==> src/rtl/cpu_ctrl_pkg.sv <==
// Shared state codes, ALU encodings and status-bit indices for the CPU control unit.
// The next-state decoder and the sequential control half both import these.
package cpu_ctrl_pkg;

  typedef logic [7:0] state_t;

  localparam state_t S_FETCH0 = 8'h00;
  localparam state_t S_EXEC   = 8'h01;
  localparam state_t S_LOAD   = 8'h02;
  localparam state_t S_MOV    = 8'h03;
  localparam state_t S_LDPC   = 8'h04;
  localparam state_t S_BR     = 8'h05;
  localparam state_t S_SUB0   = 8'h06;
  localparam state_t S_SUB1   = 8'h07;
  localparam state_t S_SUB2   = 8'h08;
  localparam state_t S_ADD0   = 8'h09;
  localparam state_t S_ADD1   = 8'h0A;
  localparam state_t S_ADD2   = 8'h0B;
  localparam state_t S_XOR0   = 8'h0C;
  localparam state_t S_XOR1   = 8'h0D;
  localparam state_t S_XOR2   = 8'h0E;
  localparam state_t S_FETCH1 = 8'h0F;
  localparam state_t S_PUSH0  = 8'h13;
  localparam state_t S_PUSH1  = 8'h14;
  localparam state_t S_PUSH2  = 8'h15;
  localparam state_t S_PUSH3  = 8'h16;
  localparam state_t S_POP0   = 8'h17;
  localparam state_t S_POP1   = 8'h18;
  localparam state_t S_POP2   = 8'h19;
  localparam state_t S_POP3   = 8'h1A;
  localparam state_t S_CALL0  = 8'h1B;
  localparam state_t S_CALL1  = 8'h1C;
  localparam state_t S_CALL2  = 8'h1D;
  localparam state_t S_CALL3  = 8'h1E;
  localparam state_t S_CALL4  = 8'h1F;
  localparam state_t S_CALL5  = 8'h20;
  localparam state_t S_RET0   = 8'h21;
  localparam state_t S_RET1   = 8'h22;
  localparam state_t S_RET2   = 8'h23;
  localparam state_t S_RET3   = 8'h24;
  localparam state_t S_CMP0   = 8'h26;
  localparam state_t S_CMP1   = 8'h27;
  localparam state_t S_BREQ1  = 8'h29;
  localparam state_t S_BREQ2  = 8'h2A;
  localparam state_t S_BREQ3  = 8'h2B;
  localparam state_t S_BREQ4  = 8'h2C;
  localparam state_t S_BRLO1  = 8'h2D;
  localparam state_t S_BRLO2  = 8'h2E;
  localparam state_t S_BRLO3  = 8'h2F;
  localparam state_t S_BRLO4  = 8'h30;
  localparam state_t S_BRHI1  = 8'h31;
  localparam state_t S_BRHI2  = 8'h32;
  localparam state_t S_BRHI3  = 8'h33;
  localparam state_t S_BRHI4  = 8'h34;

  localparam logic [1:0] ALU_PASS = 2'b00;
  localparam logic [1:0] ALU_ADD  = 2'b01;
  localparam logic [1:0] ALU_SUB  = 2'b10;
  localparam logic [1:0] ALU_XOR  = 2'b11;

  localparam int STAT_N = 3;
  localparam int STAT_P = 2;
  localparam int STAT_Z = 1;
  localparam int STAT_C = 0;

  typedef struct packed {
    logic       mem_req;
    logic       mem_we;
    logic       ir_load;
    logic       pc_inc;
    logic       pc_load;
    logic       rf_we;
    logic       sp_inc;
    logic       sp_dec;
    logic [1:0] alu_op;
    logic       flag_upd;
  } strobe_t;

  function automatic logic is_mem_state(input state_t s);
    return (s == S_FETCH1) || (s == S_LOAD) || ((s >= S_PUSH0) && (s <= S_RET3));
  endfunction

endpackage

==> src/rtl/ctrl_strobe_dec.sv <==
// Combinational state-to-strobe decode; memory states without an acknowledge
// keep only the request/write strobes alive and report a stall.
module ctrl_strobe_dec
  import cpu_ctrl_pkg::*;
(
  input  state_t  state,
  input  logic    mem_ready,
  output strobe_t strobes,
  output logic    stall
);

  strobe_t w_raw;
  logic    w_mem;

  always_comb begin
    w_raw = '0;
    w_mem = is_mem_state(state);
    unique case (state)
      S_LOAD, S_MOV, S_LDPC, S_POP3:     w_raw.rf_we = 1'b1;
      S_ADD0, S_ADD1:                    w_raw.alu_op = ALU_ADD;
      S_ADD2: begin
        w_raw.alu_op   = ALU_ADD;
        w_raw.rf_we    = 1'b1;
        w_raw.flag_upd = 1'b1;
      end
      S_SUB0, S_SUB1, S_CMP0:            w_raw.alu_op = ALU_SUB;
      S_SUB2: begin
        w_raw.alu_op   = ALU_SUB;
        w_raw.rf_we    = 1'b1;
        w_raw.flag_upd = 1'b1;
      end
      S_CMP1: begin
        w_raw.alu_op   = ALU_SUB;
        w_raw.flag_upd = 1'b1;
      end
      S_XOR0, S_XOR1:                    w_raw.alu_op = ALU_XOR;
      S_XOR2: begin
        w_raw.alu_op   = ALU_XOR;
        w_raw.rf_we    = 1'b1;
        w_raw.flag_upd = 1'b1;
      end
      S_FETCH1: begin
        w_raw.ir_load = 1'b1;
        w_raw.pc_inc  = 1'b1;
      end
      S_BR, S_BREQ2, S_BRLO2, S_BRHI2,
      S_CALL5, S_RET3:                   w_raw.pc_load = 1'b1;
      S_PUSH2, S_CALL2, S_CALL4:         w_raw.mem_we = 1'b1;
      S_PUSH3, S_CALL1, S_CALL3:         w_raw.sp_dec = 1'b1;
      S_POP0, S_RET0, S_RET2:            w_raw.sp_inc = 1'b1;
      default: ;
    endcase
  end

  // A waiting memory state freezes everything except the request itself.
  always_comb begin
    stall           = w_mem & ~mem_ready;
    strobes         = w_raw;
    strobes.mem_req = w_mem;
    if (stall) begin
      strobes         = '0;
      strobes.mem_req = 1'b1;
      strobes.mem_we  = w_raw.mem_we;
    end
  end

endmodule

==> src/rtl/cpu_ctrl_seq.sv <==
// Sequential half of the CPU control unit: state register, instruction register
// and status flags, with datapath strobes decoded from the registered state.
module cpu_ctrl_seq
  import cpu_ctrl_pkg::*;
#(
  parameter int STATE_W = 8,
  parameter int INSTR_W = 16
) (
  input  logic               clk,
  input  logic               rst_n,
  input  logic [STATE_W-1:0] next_state,
  input  logic [INSTR_W-1:0] mem_rdata,
  input  logic               mem_ready,
  input  logic [3:0]         alu_flags,
  output logic [STATE_W-1:0] state,
  output logic [INSTR_W-1:0] instr,
  output logic [3:0]         status_reg,
  output logic               mem_req,
  output logic               mem_we,
  output logic               ir_load,
  output logic               pc_inc,
  output logic               pc_load,
  output logic               rf_we,
  output logic               sp_inc,
  output logic               sp_dec,
  output logic [1:0]         alu_op
);

  logic [STATE_W-1:0] r_state;
  logic [INSTR_W-1:0] r_instr;
  logic [3:0]         r_status;
  strobe_t            w_str;
  logic               w_stall;

  ctrl_strobe_dec u_dec (
    .state     (r_state),
    .mem_ready (mem_ready),
    .strobes   (w_str),
    .stall     (w_stall)
  );

  // IR and flags only move on an advancing edge, so a stall can never half-commit.
  always_ff @(posedge clk or negedge rst_n) begin
    if (!rst_n) begin
      r_state  <= '0;
      r_instr  <= '0;
      r_status <= '0;
    end else if (!w_stall) begin
      r_state <= next_state;
      if (w_str.ir_load)  r_instr  <= mem_rdata;
      if (w_str.flag_upd) r_status <= alu_flags;
    end
  end

  assign state      = r_state;
  assign instr      = r_instr;
  assign status_reg = r_status;
  assign mem_req    = w_str.mem_req;
  assign mem_we     = w_str.mem_we;
  assign ir_load    = w_str.ir_load;
  assign pc_inc     = w_str.pc_inc;
  assign pc_load    = w_str.pc_load;
  assign rf_we      = w_str.rf_we;
  assign sp_inc     = w_str.sp_inc;
  assign sp_dec     = w_str.sp_dec;
  assign alu_op     = w_str.alu_op;

endmodule

==> config.mk <==
export PLATFORM = sky130hd
export DESIGN_NAME = cpu_ctrl_seq
export DESIGN_NICKNAME = d
export VERILOG_FILES = /design/src/rtl/cpu_ctrl_pkg.sv /design/src/rtl/ctrl_strobe_dec.sv /design/src/rtl/cpu_ctrl_seq.sv
export SDC_FILE = /design/constraint.sdc
export NUM_CORES = 1
export LEC_CHECK = 0
export ABC_AREA = 1
export CORE_MARGIN = 3
export CORE_UTILIZATION = 40
export DETAILED_ROUTE_END_ITERATION = 6
export GPL_TIMING_DRIVEN = 1
export HOLD_SLACK_MARGIN = 0.03
export PLACE_DENSITY = 0.79
export SYNTH_ARGS = -nofsm -noshare
export SYNTH_HDL_FRONTEND = slang
export SYNTH_SLANG_ARGS = --single-unit
==> constraint.sdc <==
create_clock -name clk -period 2.73 [get_ports clk]
set_clock_uncertainty 0.2 [all_clocks]
set_input_delay 0.546 -clock clk [delete_from_list [all_inputs] [get_ports clk]]
set_output_delay 0.546 -clock clk [all_outputs]
set_load 0.05 [all_outputs]
# Word level (Yosys, flattened, before mapping)
# Cells that the tools add are included.
[classes] n_eq_ne=31 n_lt_le_gt_ge=2 bitwise=3 mux=9 n_reduce_logical=14
[op_table] op="$eq A8 B6 Y1 const B" n=9
[op_table] op="$eq A8 B4 Y1 const B" n=8
[op_table] op="$eq A8 B5 Y1 const B" n=8
[op_table] op="$eq A8 B3 Y1 const B" n=4
[op_table] op="$eq A8 B2 Y1 const B" n=2
[op_table] op="$reduce_or A3 Y1" n=5
[op_table] op="$mux W11" n=1
[op_table] op="$ge A8 B5 Y1 const B" n=1
[op_table] op="$le A8 B6 Y1 const B" n=1
[op_table] op="$reduce_or A7 Y1" n=1
[op_table] op="$mux W1" n=6
[op_table] op="$pmux W2 S3" n=1
[op_table] op="$reduce_or A6 Y1" n=1
[op_table] op="$reduce_or A5 Y1" n=1
[op_table] op="$reduce_and A2 Y1" n=2
[op_table] op="$reduce_or A4 Y1" n=1
[op_table] op="$logic_or A1 B1 Y1" n=2
[op_table] op="$mux W2" n=1
[op_table] op="$not A1 Y1" n=2
[op_table] op="$and A1 B1 Y1" n=1
[op_table] op="$logic_and A1 B1 Y1" n=1
[totals] reg_bits=28 out_inout_bits=38

# Depth between registers and ports, before layout
[depth] depth_word=6 mapped_depth=10 ltp_nobuf=10

# By module
# Synthesis repeated with hierarchy kept, for this count alone.
[unflattened] hier_cells=226 area_unflattened_um2=1664.1
[by_module_without_submodules] module="cpu_ctrl_seq" cells_each=122 area_each_um2=1188.6 instances=1
[by_module_without_submodules] module="ctrl_strobe_dec" cells_each=104 area_each_um2=475.5 instances=1

# Least setup slack after synthesis
# Ideal clock, no wire load.
[synth_path] path_kind="flip-flop to output port" start="reg r_state[3], in the netlist state[3]" end="out alu_op[0]" path_stages_with_launch=5 path_buffers=0 required_time_ns=1.984 slack_ns=-0.282 arrival_time_ns=2.266 cell_sequence="dfrtp_1 > inv_1 > nor2_1 > inv_1 > o31ai_1"
[synth_via] elab_chain_cells=5 word_cells_on_any_way=24 cone_classes="order compare (2); eq/ne (13); mux (2); bitwise (1); reduce/logical (6)"
[synth_lines] element="from (decl)" line_no="cpu_ctrl_seq.sv:29" rtl="logic [STATE_W-1:0] r_state;"
[synth_lines] element="from (signal assigned)" line_no="cpu_ctrl_seq.sv:49" rtl="r_state <= next_state;"
[synth_lines] element="$ge A8 B5 Y1, or another cell as far along" line_no="cpu_ctrl_pkg.sv:80" rtl="return (s == S_FETCH1) || (s == S_LOAD) || ((s >= S_PUSH0) && (s <= S_RET3));"
[synth_lines] element="$logic_and A1 B1 Y1 / $logic_or A1 B1 Y1 (equally long branches)" line_no="cpu_ctrl_pkg.sv:80"
[synth_lines] element="$logic_or A1 B1 Y1" line_no="cpu_ctrl_pkg.sv:80"
[synth_lines] element="$and A1 B1 Y1" line_no="ctrl_strobe_dec.sv:57" rtl="stall = w_mem & ~mem_ready;"
[synth_lines] element="$mux W11 (*)" line_no="ctrl_strobe_dec.sv:60" rtl="if (stall) begin"
[synth_lines] element="to (decl)" line_no="cpu_ctrl_seq.sv:26" rtl="output logic [1:0] alu_op"
# Every way passes the cells marked *; elsewhere a longest branch is shown, timed or not.

# Worst setup path in the final report
[layout_path] start="reg r_state[0], in the netlist state[0]" end="out sp_inc"
[layout_via] elab_chain_cells=5 word_cells_on_any_way=14 cone_classes="order compare (2); eq/ne (5); mux (2); bitwise (1); reduce/logical (4)"
[layout_lines] element="$ge A8 B5 Y1, or another cell as far along" line_no="cpu_ctrl_pkg.sv:80"
[layout_lines] element="$logic_and A1 B1 Y1 / $logic_or A1 B1 Y1 (equally long branches)" line_no="cpu_ctrl_pkg.sv:80"
[layout_lines] element="$logic_or A1 B1 Y1" line_no="cpu_ctrl_pkg.sv:80"
[layout_lines] element="$and A1 B1 Y1" line_no="ctrl_strobe_dec.sv:57"
[layout_lines] element="$mux W11 (*)" line_no="ctrl_strobe_dec.sv:60"
[layout_lines] element="to (decl)" line_no="cpu_ctrl_seq.sv:24" rtl="output logic sp_inc,"
# Marks and branches as above.

==> out/metrics.yaml <==
run_status:
  outcome: "finished, final reports clean"
clocking:
  clock-sinks: 28
  cts_tree: "yes"
  htree_levels: 1
  post_cts_buffers: 0
  clk-insertion-delay-late_ns: 0.26
  cts-resized-gates: 0
  cts-root-buf: "clkbuf_8"
  clock_path_buffers: 2
  holdBufCountCts: 0
  cts_buffers: 3
  path_clk_slew_ns: 0.09
logic_synthesis:
  synth-simple-area-share_pct: 39.1
  synth_top_area_share_pct: 46.7
  synth-compound-area-share_pct: 6.25
  yosysSeqAreaShare_pct: 46.7
  syn_inst: 210
  syn_nets: 241
  yosys.area.top_type: "dfrtp_1"
  synthMuxAreaShare_pct: 0
  avgSynthCellArea_um2: 7.15
  synth_xor_xnor_area_share_pct: 0
  synth_edf_count: 0
  async_reset_ff_share_pct: 100
  netlist_area_um2: 1500
  ys.flop_type: "dfrtp_1"
  ys_top_cells_by_area: "dfrtp_1 47%, nand2_1 25%, nand3_1 4.7%"
  ys_ff_latch: 28
  yosys.area_share.adder_pct: 0
  synth_top_family_by_area: "simple AND/OR/NAND/NOR gates"
  yosys.cell_types.count: 25
  yosys_warnings: 0
cells_and_area:
  drive_gt1_share_pct: 12.1
  utilization_pct: 68.0
  nets: 313
  fillerInstances: 307
  fin_cells: 326
  largest_reg_flops: 16
  n_antenna_cell: 0
  syn2layout_area_growth_pct: 57.1
  stdcell_area_um2: 2360
sta:
  setup_tns_ns: 0
  final.period_utilization_pct: 95.2
  final-setup-viol-count: 0
  final_hold_viol_count: 0
  fin_crit_ns: 2.60
  hold_ws_ns: 0.287
  worst_pin_slew_ns: 0.530
  rsz0062_at_grt: "true"
  drv_slew: 0
  slew_headroom_pct: 64.5
  clock.fmax_mhz: 385
min_path:
  hold_path_depth: 2
  hold_class: "flop to flop"
  hp-start: "instr[4]"
  holdPathEnd: "instr[4]"
detailed_routing:
  dr.pass1.iters: 4
  vias: 1530
  drc: 0
  wl_met2_mm: 1.85
  ant_nets: 0
  wl_mm: 3.81
  top_layer_used: "met4"
  wl_per_cell_um: 11.7
  drt_iter0_markers: 96
  wl_met3_um: 366
  viasPerCell: 4.69
  wl_met1_mm: 1.55
setup_path:
  r2r_slack_ns: 0.67
  critPathArrivalTime_ns: 1.85
  required_ns: 1.98
  r2r_cells: 9
  path_cells: "nand2_2, inv_2, nand2_2, inv_1, o21ai_1, nand2_2, a21oi_1, buf_12"
  worstReg2RegStart: "state[2]"
  slowest_stage: "dfrtp_1"
  cpPeakStageDelay_ns: 0.49
  rr_endpoint: "state[3]"
  start_kind: "flop"
  cp_max_fo: 8
  cp-end-kind: "output pin"
  worst_path_most_repeated_cell: "nand2_2"
  criticalPathCategory: "flop to output pin"
floorplan:
  start_util_pct: 43.3
  ios: 69
  placeableCoreArea_um2: 3470
  rows: 21
  dieArea_um2: 4520
  die_height_um: 67.3
  fp.dieW_um: 67.3
place:
  placed_area_um2: 2310
  portBuffers: 68
  placed_cells: 323
  dp_hpwl_mm: 3.05
  gp_congestion: 0.903
grt:
  grt_antenna_before_repair: 0
  grt_pass1_wl_mm: 6.57
  grt_pass1_vias: 1487
  overflow: 0
  grtUsageTotal_pct: 18.8
  grt_max_degree: 29
power_and_ir_drop:
  ir_drop_mv: 0.410
  power_density_nw_per_um2: 538
  power_leakage_nw: 1.18
job:
  maxCapViolCount: 0
synth_stat cells, types with 2 or more instances:
cell type,n
nand2_1,100
dfrtp_1,28
nor2_1,17
inv_1,16
nand3_1,14
a21oi_1,4
inv_2,4
nand2_2,3
o21ai_0,3
a21boi_0,2
buf_6,2
nand4_1,2
nor2_2,2
nor2_4,2
worst max-delay path: cells and delay by family, from the launching register on:
kind / cells / cell delay, ns
compound gates: 2 / 0.41
flops: 1 / 0.49
buf+inv: 3 / 0.29
simple gates: 3 / 0.41
cells in the final DEF (no fill, tap or decap), types with 3 or more instances in the layout:
master,synthesis,layout
nor2_2,2,3
nor2_1,17,16
nand2_2,3,3
inv_2,4,4
inv_1,16,16
clkdlybuf4s50_1,0,58
clkbuf_8,0,3
dfrtp_1,28,28
nand2_1,100,100
nand3_1,14,14
buf_12,0,8
buf_4,1,6
o21ai_0,3,3
a21oi_1,4,3
through the flow:
step	power [W]	setup slack, ns
3_3_place_gp	0.00106	0.276
6_report	0.00127	0.131
3_5_place_dp	0.00107	0.266
4_1_cts	0.00128	0.130
2_1_floorplan	0.000848	-0.219
5_1_grt	0.00134	-0.0251
worst max path at each step:
stage | cells after the start | to | slack (ns) | startpoint
final | 8 | sp_inc | 0.13 | state[0]
after global placement | 4 | sp_dec | 0.28 | mem_ready
after global routing | 8 | sp_inc | -0.03 | state[2]
after floorplan | 7 | pc_load | -0.22 | state[0]
after CTS | 8 | sp_inc | 0.13 | state[0]
after detailed placement | 4 | sp_inc | 0.27 | mem_ready
final cells by class:
type | count | area, um^2 | area share (%)
well taps | 46 | 57.6 | 2.44
multi-input cells | 156 | 692 | 29.3
flip-flops and latches | 28 | 701 | 29.7
repair buffers | 72 | 786 | 33.3
inverters | 21 | 81.3 | 3.45
clock buffers | 3 | 41.3 | 1.75
power by group:
part	internal (W)	switching [W]
Sequential	0.000472	0.0000445
Combinational	0.000192	0.000349
Clock	0.0000987	0.000114
routing by layer:
layer | GRT usage, % | vias up
met5 | 0 | -
met4 | 5.32 | 0
met3 | 6.49 | 4
met2 | 31.5 | 50
met1 | 22.9 | 688
li1 | - | 788
logic make-up (layout without fill, tap and decap cells):
group,Yosys count,in the layout
compound gates,15,15
buf+inv,26,96
flops,28,28
simple gates,141,141
No activity file was read; power rests on OpenSTA's default activity.
